`src/rtl/regfile_sb.sv`:
```
// Parametrised register file with same-cycle write bypass, byte-lane writes,
// a per-register outstanding-writer scoreboard and a post-reset clear sequencer.
module regfile_sb #(
    parameter int unsigned      WIDTH     = 32,
    parameter int unsigned      DEPTH     = 32,
    parameter int unsigned      AW        = 5,
    parameter int unsigned      CNT_W     = 2,
    parameter int unsigned      ZERO_REG  = 1,
    parameter logic [WIDTH-1:0] RESET_VAL = '0
) (
    input  logic               clk,
    input  logic               rst,
    output logic               ready,
    input  logic [AW-1:0]      rreg1,
    input  logic [AW-1:0]      rreg2,
    output logic [WIDTH-1:0]   rdata1,
    output logic [WIDTH-1:0]   rdata2,
    output logic               rbusy1,
    output logic               rbusy2,
    input  logic [AW-1:0]      wreg,
    input  logic [WIDTH-1:0]   wdata,
    input  logic               w_en,
    input  logic [WIDTH/8-1:0] w_be,
    input  logic [AW-1:0]      set_reg,
    input  logic               set_en,
    output logic               sb_err
);

    localparam int unsigned     NB      = WIDTH / 8;
    localparam logic [CNT_W-1:0] CNT_MAX = '1;
    localparam logic [CNT_W-1:0] CNT_ONE = CNT_W'(1);

    typedef enum logic {ST_CLEAR, ST_RUN} state_e;

    state_e           state_q, state_d;
    logic [AW-1:0]    ptr_q;
    logic             ready_q, ready_d;
    logic             sb_err_q;
    logic             clear_en_c, run_c, ovf_c;
    logic [WIDTH-1:0] mem_q [DEPTH];
    logic [CNT_W-1:0] cnt_q [DEPTH];
    logic [CNT_W-1:0] cnt_d [DEPTH];
    logic [DEPTH-1:0] w_hit_c, s_hit_c;

    // Address maps to a real, writable register (not out of range, not the zero register).
    function automatic logic addr_ok(input logic [AW-1:0] a);
        return (32'(a) < DEPTH) && !((ZERO_REG != 0) && (a == '0));
    endfunction

    function automatic logic [WIDTH-1:0] rd_data(input logic [AW-1:0] a);
        logic [WIDTH-1:0] v;
        v = '0;
        if (addr_ok(a)) begin
            if (!run_c) begin
                v = RESET_VAL;
            end else begin
                v = mem_q[a];
                if (w_en && (wreg == a)) begin
                    for (int b = 0; b < NB; b++) begin
                        if (w_be[b]) v[8*b +: 8] = wdata[8*b +: 8];
                    end
                end
            end
        end
        return v;
    endfunction

    // Busy unless the same-cycle write retires the last outstanding writer.
    function automatic logic rd_busy(input logic [AW-1:0] a);
        logic [CNT_W-1:0] c;
        logic             busy;
        busy = 1'b0;
        if (addr_ok(a) && run_c) begin
            c    = cnt_q[a];
            busy = (c != '0) &&
                   !(w_en && (wreg == a) && (c == CNT_ONE) && !(set_en && (set_reg == a)));
        end
        return busy;
    endfunction

    // FSM state register
    always_ff @(posedge clk) begin
        if (rst) begin
            state_q <= ST_CLEAR;
            ready_q <= 1'b0;
        end else begin
            state_q <= state_d;
            ready_q <= ready_d;
        end
    end

    // FSM next state
    always_comb begin
        state_d = state_q;
        if ((state_q == ST_CLEAR) && (ptr_q == AW'(DEPTH - 1))) state_d = ST_RUN;
    end

    // FSM outputs
    always_comb begin
        clear_en_c = 1'b0;
        run_c      = 1'b0;
        ready_d    = (state_d == ST_RUN);
        if (state_q == ST_CLEAR) clear_en_c = 1'b1;
        else                     run_c      = 1'b1;
    end

    always_ff @(posedge clk) begin
        if (rst)             ptr_q <= '0;
        else if (clear_en_c) ptr_q <= ptr_q + AW'(1);
    end

    always_comb begin
        w_hit_c = '0;
        s_hit_c = '0;
        for (int i = 0; i < DEPTH; i++) begin
            w_hit_c[i] = run_c && w_en   && (wreg    == AW'(i)) && addr_ok(wreg);
            s_hit_c[i] = run_c && set_en && (set_reg == AW'(i)) && addr_ok(set_reg);
        end
    end

    // Scoreboard next state; a set on a saturated counter is dropped and flagged.
    always_comb begin
        ovf_c = 1'b0;
        for (int i = 0; i < DEPTH; i++) begin
            cnt_d[i] = cnt_q[i];
            if (s_hit_c[i] && !w_hit_c[i]) begin
                if (cnt_q[i] == CNT_MAX) ovf_c    = 1'b1;
                else                     cnt_d[i] = cnt_q[i] + CNT_ONE;
            end else if (w_hit_c[i] && !s_hit_c[i] && (cnt_q[i] != '0)) begin
                cnt_d[i] = cnt_q[i] - CNT_ONE;
            end
        end
    end

    always_ff @(posedge clk) begin
        if (rst) begin
            for (int i = 0; i < DEPTH; i++) cnt_q[i] <= '0;
            sb_err_q <= 1'b0;
        end else begin
            for (int i = 0; i < DEPTH; i++) cnt_q[i] <= cnt_d[i];
            sb_err_q <= ovf_c;
        end
    end

    // Storage: cleared by the sequencer, then byte-lane writes in RUN.
    always_ff @(posedge clk) begin
        if (!rst) begin
            for (int i = 0; i < DEPTH; i++) begin
                if (clear_en_c && (ptr_q == AW'(i))) begin
                    mem_q[i] <= RESET_VAL;
                end else if (w_hit_c[i]) begin
                    for (int b = 0; b < NB; b++) begin
                        if (w_be[b]) mem_q[i][8*b +: 8] <= wdata[8*b +: 8];
                    end
                end
            end
        end
    end

    always_comb begin
        rdata1 = rd_data(rreg1);
        rdata2 = rd_data(rreg2);
        rbusy1 = rd_busy(rreg1);
        rbusy2 = rd_busy(rreg2);
    end

    assign ready  = ready_q;
    assign sb_err = sb_err_q;

endmodule

```
`config.mk`:
```
export PLATFORM = sky130hd
export DESIGN_NAME = regfile_sb
export DESIGN_NICKNAME = d
export VERILOG_FILES = /design/src/rtl/regfile_sb.sv
export SDC_FILE = /design/constraint.sdc
export NUM_CORES = 2
export LEC_CHECK = 0
export ABC_AREA = 1
export BUFFER_PORTS_ARGS = -buffer_cell sky130_fd_sc_hd__buf_2
export CELL_PAD_IN_SITES_DETAIL_PLACEMENT = 2
export CELL_PAD_IN_SITES_GLOBAL_PLACEMENT = 2
export CORE_ASPECT_RATIO = 0.7
export CORE_MARGIN = 2
export CORE_UTILIZATION = 42
export CTS_BUF_LIST = sky130_fd_sc_hd__clkbuf_4 sky130_fd_sc_hd__clkbuf_8 sky130_fd_sc_hd__clkbuf_16
export CTS_CLUSTER_SIZE = 16
export DETAILED_ROUTE_END_ITERATION = 6
export PLACE_DENSITY = 0.94
export SETUP_SLACK_MARGIN = 0.1
export SYNTH_ARGS = -nofsm -noshare
export SYNTH_HDL_FRONTEND = slang
export SYNTH_SLANG_ARGS = --single-unit
export TNS_END_PERCENT = 30
```
`constraint.sdc`:
```
create_clock -name clk -period 3 [get_ports clk]
set_input_delay 0.6 -clock clk [delete_from_list [all_inputs] [get_ports clk]]
set_output_delay 0.6 -clock clk [all_outputs]
set_load 0.05 [all_outputs]
```
==> results of run 1 <==
==> metrics by stage <==
stage / setup slack [ps] / instances
after floorplan: -111 / 7817
after global placement: -401 / 10100
after detailed placement: -559 / 10100
==> cells by family after synthesis <==
kind of cell    count (synthesis)
xor+xnor                        7
buf+inv                      1266
compound gates               2014
mux                             6
other cells                     1
flops                        1095
fa+ha+maj                       6
simple gates                 3391
==> cell usage after synthesis, types with 2 or more instances <==
cell type  instances  area share (%)
nor3_1             7           0.056
xor2_1             6           0.084
o221ai_1          10            0.14
inv_2             25            0.15
buf_4              9            0.11
o22ai_1           54            0.54
or2_1              5           0.050
buf_1             63            0.38
nor2_1          1276             7.7
a21oi_1          632             5.1
or2_0              2           0.020
o31ai_1            2           0.024
nor2_2            17            0.17
edfxtp_1        1024              49
ha_1               6            0.12
clkbuf_1         348             2.1
nand3_1          559             4.5
nand2_1         1424             8.6
inv_1            652             3.9
dfxtp_1           71             2.3
o21ai_0          898             7.2
buf_6              2           0.036
o21bai_1           6           0.072
o211ai_1         377             4.5
and3_1             4           0.040
nor2_4             2           0.036
or2_2              6           0.060
nand3b_1          13            0.16
nand2_2            4           0.040
mux2i_1            6           0.096
nand4_1           70            0.70
o21ai_1           31            0.25
buf_2            165             1.3
==> summary.md, run 1 <==
Step where the flow halted: clock tree synthesis (4_1_cts). The placed instances occupy a cell area of 0.0709 mm^2. The placer's final routability congestion estimate is 1.00, and the initial core utilization is 42.2%.

The synthesized design contains 1,024 enable-type register cells. In the synthesized netlist the dominant register cell turns out to be edfxtp_1. The mux cell area share after synthesis is 0.0963%, and the height of the chip is 326 um. No sink is reached through more buffers than the 3 on the longest clock path. Summing the areas of all xor and xnor instances in the mapped netlist gives 0.0984% of the synthesized area.

CTS saw 1,095 sinks. The master cell of the clock root buffer is clkbuf_16. After synthesis, the largest family of logic cells by area is simple AND/OR/NAND/NOR gates. After synthesis the netlist holds a flip-flop and latch count of 1,095. The run stopped with a tool error. Dividing the synthesized area by the synthesized cell count gives 8.01 um^2.

Width of the die: 464 um. In the synthesized netlist the async set-or-reset flop fraction comes to 0%. In this run the cell area of the synthesized design comes to 0.0623 mm^2. The wire-length estimate of the detail-placed layout is 287,000 um.

For the count of unique library cells instantiated by Yosys, the log shows 43. The logs give 71 for the number of post-CTS setup repair buffers and 1,095 for the number of cells upsized or downsized after cts. The floorplan row count is 118. For this design the top-level I/O count stands at 128. The complex-gate fraction of the synthesized area is 17.9%, and the sequential fraction of the synthesis area is 51.6%. The number of buffers added by the clock tree synthesis step was 114.

CTS built an H-tree with a depth of 3. The simple logic cell fraction of the synthesized area works out to 22.1%. The fraction of the mapped netlist area in adder cells works out to 0.120%. Counting every instance in the synthesized netlist gives 7,786. The number of warnings issued by yosys is 0.

The count of port buffers added during placement works out to 127. The tool reported: "[ERROR DPL-0033] detailed placement checks failed during check placement". Hold-fix buffer count after cts: 0.
==> run 2: changes to the inputs <==
- CELL_PAD_IN_SITES_DETAIL_PLACEMENT: 2 -> not set
- CELL_PAD_IN_SITES_GLOBAL_PLACEMENT: 2 -> not set
- CORE_ASPECT_RATIO: 0.7 -> not set
- CORE_UTILIZATION: 42 -> 35
- CTS_BUF_LIST: sky130_fd_sc_hd__clkbuf_4 sky130_fd_sc_hd__clkbuf_8 sky130_fd_sc_hd__clkbuf_16 -> not set
- CTS_CLUSTER_SIZE: 16 -> not set
- PLACE_DENSITY: 0.94 -> not set
- PLACE_DENSITY_LB_ADDON: not set -> 0.15
- SETUP_SLACK_MARGIN: 0.1 -> not set
==> run 2 against run 1 <==
The flow now finishes, with violations (DRC, setup timing); synthesized cell count stayed put; synthesized area stayed put.
==> summary.md, run 2 <==
The number of detailed-routing iterations run before antenna repair was 7. Hold-fix buffer count after cts: 0. The region available for standard cell placement spans 0.176 mm^2.

Sorting the synthesized cells by area gives the leading types as edfxtp_1 (49%), nand2_1 (8.6%), nor2_1 (7.7%), o21ai_0 (7.2%), a21oi_1 (5.1%). The mux cell area share after synthesis works out to 0.0963%. The run finished, with violations left. The logs give 154 for the floorplan row count and 10,400 for the cell count after placement. After detailed routing, the number of vias per cell comes to 5.67.

Wires add up to 282,000 um. TritonCTS created 136 clock buffers. The top cell types in the final layout, fill and taps aside, are nand2_1 (1,371), nor2_1 (1,267), edfxtp_1 (1,024). By area, the combinational part of the netlist is dominated by simple AND/OR/NAND/NOR gates. The run gives 0 as the final-report hold violation count. The type of origin of the critical path is a flip-flop. In this run the worst path has a maximum fanout of 2. The largest registers in the layout are mem_q: 1024 flops, cnt_q: 64 flops, ptr_q: 5 flops.

Cells fill 44.7% of the core in the end. Post-synthesis register bit count: 1,095. In the routed design, unresolved DRC markers number 2.

The total via count in the routed design is 61,100, and the async set or reset register ratio after synthesis is 0%. The end of the worst register-to-register path was mem_q[16][26]. Summed over all cells, the static leakage comes to 31.3 nW.

Master cell of the clock root buffer: clkbuf_16. The setup path with the least slack is of type flip-flop to output port. The count of port buffers added during placement is 127.

At the pin with the least slew margin, the transition time is 755 ps. In this run the power density over the cells is 479 mW/mm^2. The number of ports placed on the die boundary is 128. The tools report the max-slew violation total from the final report as 0.

The startpoint of the lowest-slack register-to-register path is ptr_q[0]. Among all flip-flop cells after synthesis, the most frequent one is edfxtp_1. The hold path startpoint is wdata[10]. The number of antenna violations at the first check in global routing is 17.

The tools report the end point of the most critical hold path as mem_q[25][10]. The number of cells on the worst reg-to-reg path is 6. The layout-stage area growth over the synthesis result was 26.6%. In this run the tightest slew margin relative to its limit is 49.5%.

Ranked by flip-flop count, first place goes to mem_q. The post-route netlist has 18.2% of its cells at a drive strength greater than 1. Number of cells produced by synthesis: 7,786. For the worst setup path, the data required time is 2400 ps. In the global route stage, overall resource usage came out at 29.9%. After synthesis, the netlist uses 43 different library cells. The placer's final routability congestion estimate is 0.939.

The tightest min-delay check is of the input pin to flip-flop type. Worst clock skew: 34.2 ps. Sequential fraction of the synthesis area: 51.6%. The post-layout net count is 8,381, and the flip-flop count of the largest register after layout is 1,024. The pin count of the biggest net entering global routing was 59. Sorting the synthesized cells by how often they occur yields nand2_1 (1,424), nor2_1 (1,276), edfxtp_1 (1,024), o21ai_0 (898), inv_1 (652). The height of the chip came out at 426 um. The cell family contributing the most delay on the critical path is simple AND/OR/NAND/NOR gates.

The first global-routing pass estimated 394,000 um of wire. Of the total synthesized cell area, the portion taken by XOR and XNOR cells is 0.0984%. The H-tree was split into 4 levels.

The most common cell in the synthesized netlist is nand2_1. In this run, synthesis inferred 1,024 flip-flops with an integrated enable. A synthesized cell averages 8.01 um^2. The run gives -3130 ps as the final sum of negative setup slack. The complex-gate fraction of the synthesized area came out at 17.9%.

The signal on the critical path passes through inv_2 -> nand2_2 -> o211ai_1 -> nand3_1 -> nand3_2 -> nand4_1 -> nand3_2 -> a21oi_2 -> buf_6. The tree built by TritonCTS fans out to 1,095 sinks. The width of the die is 426 um. Of the post-synthesis cell area, the dominant cell type holds 49.3%. The slowest stage of the critical path belongs to the cell nand4_1.

For the maximum vdd drop, the log shows 0.658 mV. The critical path's most frequent cell is nand3_2. After Yosys synthesis, full adders, half adders and majority gates account for 0.120% of the synthesized area. The checks that failed: DRC, setup timing.

After Yosys synthesis, and, or, nand and nor cells account for 22.1% of the synthesized area. Static timing analysis puts the maximum clock frequency at 311 MHz. Dividing the detail-routed wire length by the instance count gives 26.1 um.

Counting instances, the worst hold path has a depth of 3. The floorplan step defined a die boundary enclosing 0.181 mm^2. The number of warnings issued by yosys was 0; the maximum clock insertion buffer count was 3.

The final period utilization was 107%; the initial core utilization was 35.3%. The wire-length estimate of the detail-placed layout is 198,000 um. The run gives 8,046 as the number of DRC violations after detailed-routing iteration 0. In this run the cell area of the synthesized design comes to 0.0623 mm^2. The logs give 0 for the count of nets left with antenna violations after detail routing and -218 ps for the final critical-path setup slack. The logs give 360 ps for the worst setup slack for register-to-register paths and 10,800 for the number of standard cells in the final layout excluding fillers. The clock reaches the later pin of the worst-skew pair after 830 ps. Setup repair after global routing could not meet its margin everywhere. The library cell used most frequently in the layout, excluding fill and tap cells, is nand2_1. After clock tree synthesis, the clock-pin slew on the worst setup and hold paths is 60 ps. Type of element capturing the critical path: an output port.

The smallest hold slack came out at 150 ps. For the number of setup violations in the final report, the log shows 50. TritonCTS built the clock tree. The sum of buffers and inverters on the critical path is 2. Data arrives at the worst endpoint at 2620 ps.

Across the run, the number of max-cap violations was 0. The delay of the slowest cell on the worst path came out at 420 ps. The number of global-route vias before repair came out at 56,000.

The worst path in the final design needs a cycle of 3220 ps, including I/O delays and setup. The tools report the total congestion overflow after global routing as 0. The biggest area contributor in the post-synthesis netlist is edfxtp_1.
==> run 2: cell counts after synthesis <==
Identical to the previous run, type by type.
==> run 2: per-layer routing <==
metal  GRT usage, %  vias to the layer above  share of wire, %
li1               -                    27700                 -
met1           40.6                    29400                40
met2           45.8                     3364                44
met3           5.78                      573                10
met4           14.1                       14               5.1
met5              0                        -             0.034
==> run 2: logic make-up after synthesis <==
family,Yosys count
buffers and inverters,1266
DFF,1095
muxes,6
AOI/OAI and AO/OA,2014
other,1
xor gates and xnor gates,7
and+or+nand+nor,3391
adders and majority gates,6
==> run 2: how the worst max path moves through the flow <==
| stage | start | to | slack (ps) | cells past startpoint |
|---|---|---|---|---|
| after CTS | mem_q[10][5] | rdata2[5] | -270 | 7 |
| after global placement | rreg1[0] | rdata1[10] | -520 | 12 |
| final | mem_q[11][2] | rdata2[2] | -220 | 9 |
| after global routing | mem_q[11][2] | rdata2[2] | -240 | 9 |
| after detailed placement | rreg1[0] | rdata1[10] | -490 | 12 |
| after floorplan | rreg1[2] | rdata1[0] | -110 | 12 |
==> run 2: metrics by stage <==
step	area, um^2	total power, mW	setup WS, ps
2_1_floorplan	62500	18.9	-111
3_3_place_gp	71000	20.9	-516
3_5_place_dp	71000	20.9	-492
4_1_cts	77400	37.6	-271
5_1_grt	78900	38.7	-242
6_report	78900	37.8	-218
==> run 2: layout make-up <==
type,count,area [um^2]
inverter,678,2590
sequential,1095,32200
clock inverter,70,661
antenna,11,27.5
fill,17400,97600
tap,2340,2930
multi-input combinational,5456,26700
timing repair buffer,948,10100
clock buffer,178,3720
==> run 2: worst register-to-register path: cells and delay by family (launching register included) <==
kind,cells,cell delay [ps]
fa+ha+maj,1,160
buf+inv,2,190
flops,1,350
simple gates,3,1560
==> run 2: where the power goes <==
group          internal (mW)  switching [mW]
Combinational           1.51            3.07
Clock                   9.61            6.99
Sequential              16.6          0.0426
Total                   27.7            10.1
==> run 2: what timing repair did <==
item | 4_1_cts | 5_1_grt
setup buffers | 44 | 30
pin swaps | 89 | 136
endpoints found under the setup margin | 66 | 66
resized for setup | 404 | 321
cloned | 15 | 19
Power figures use the tool's default switching activity.
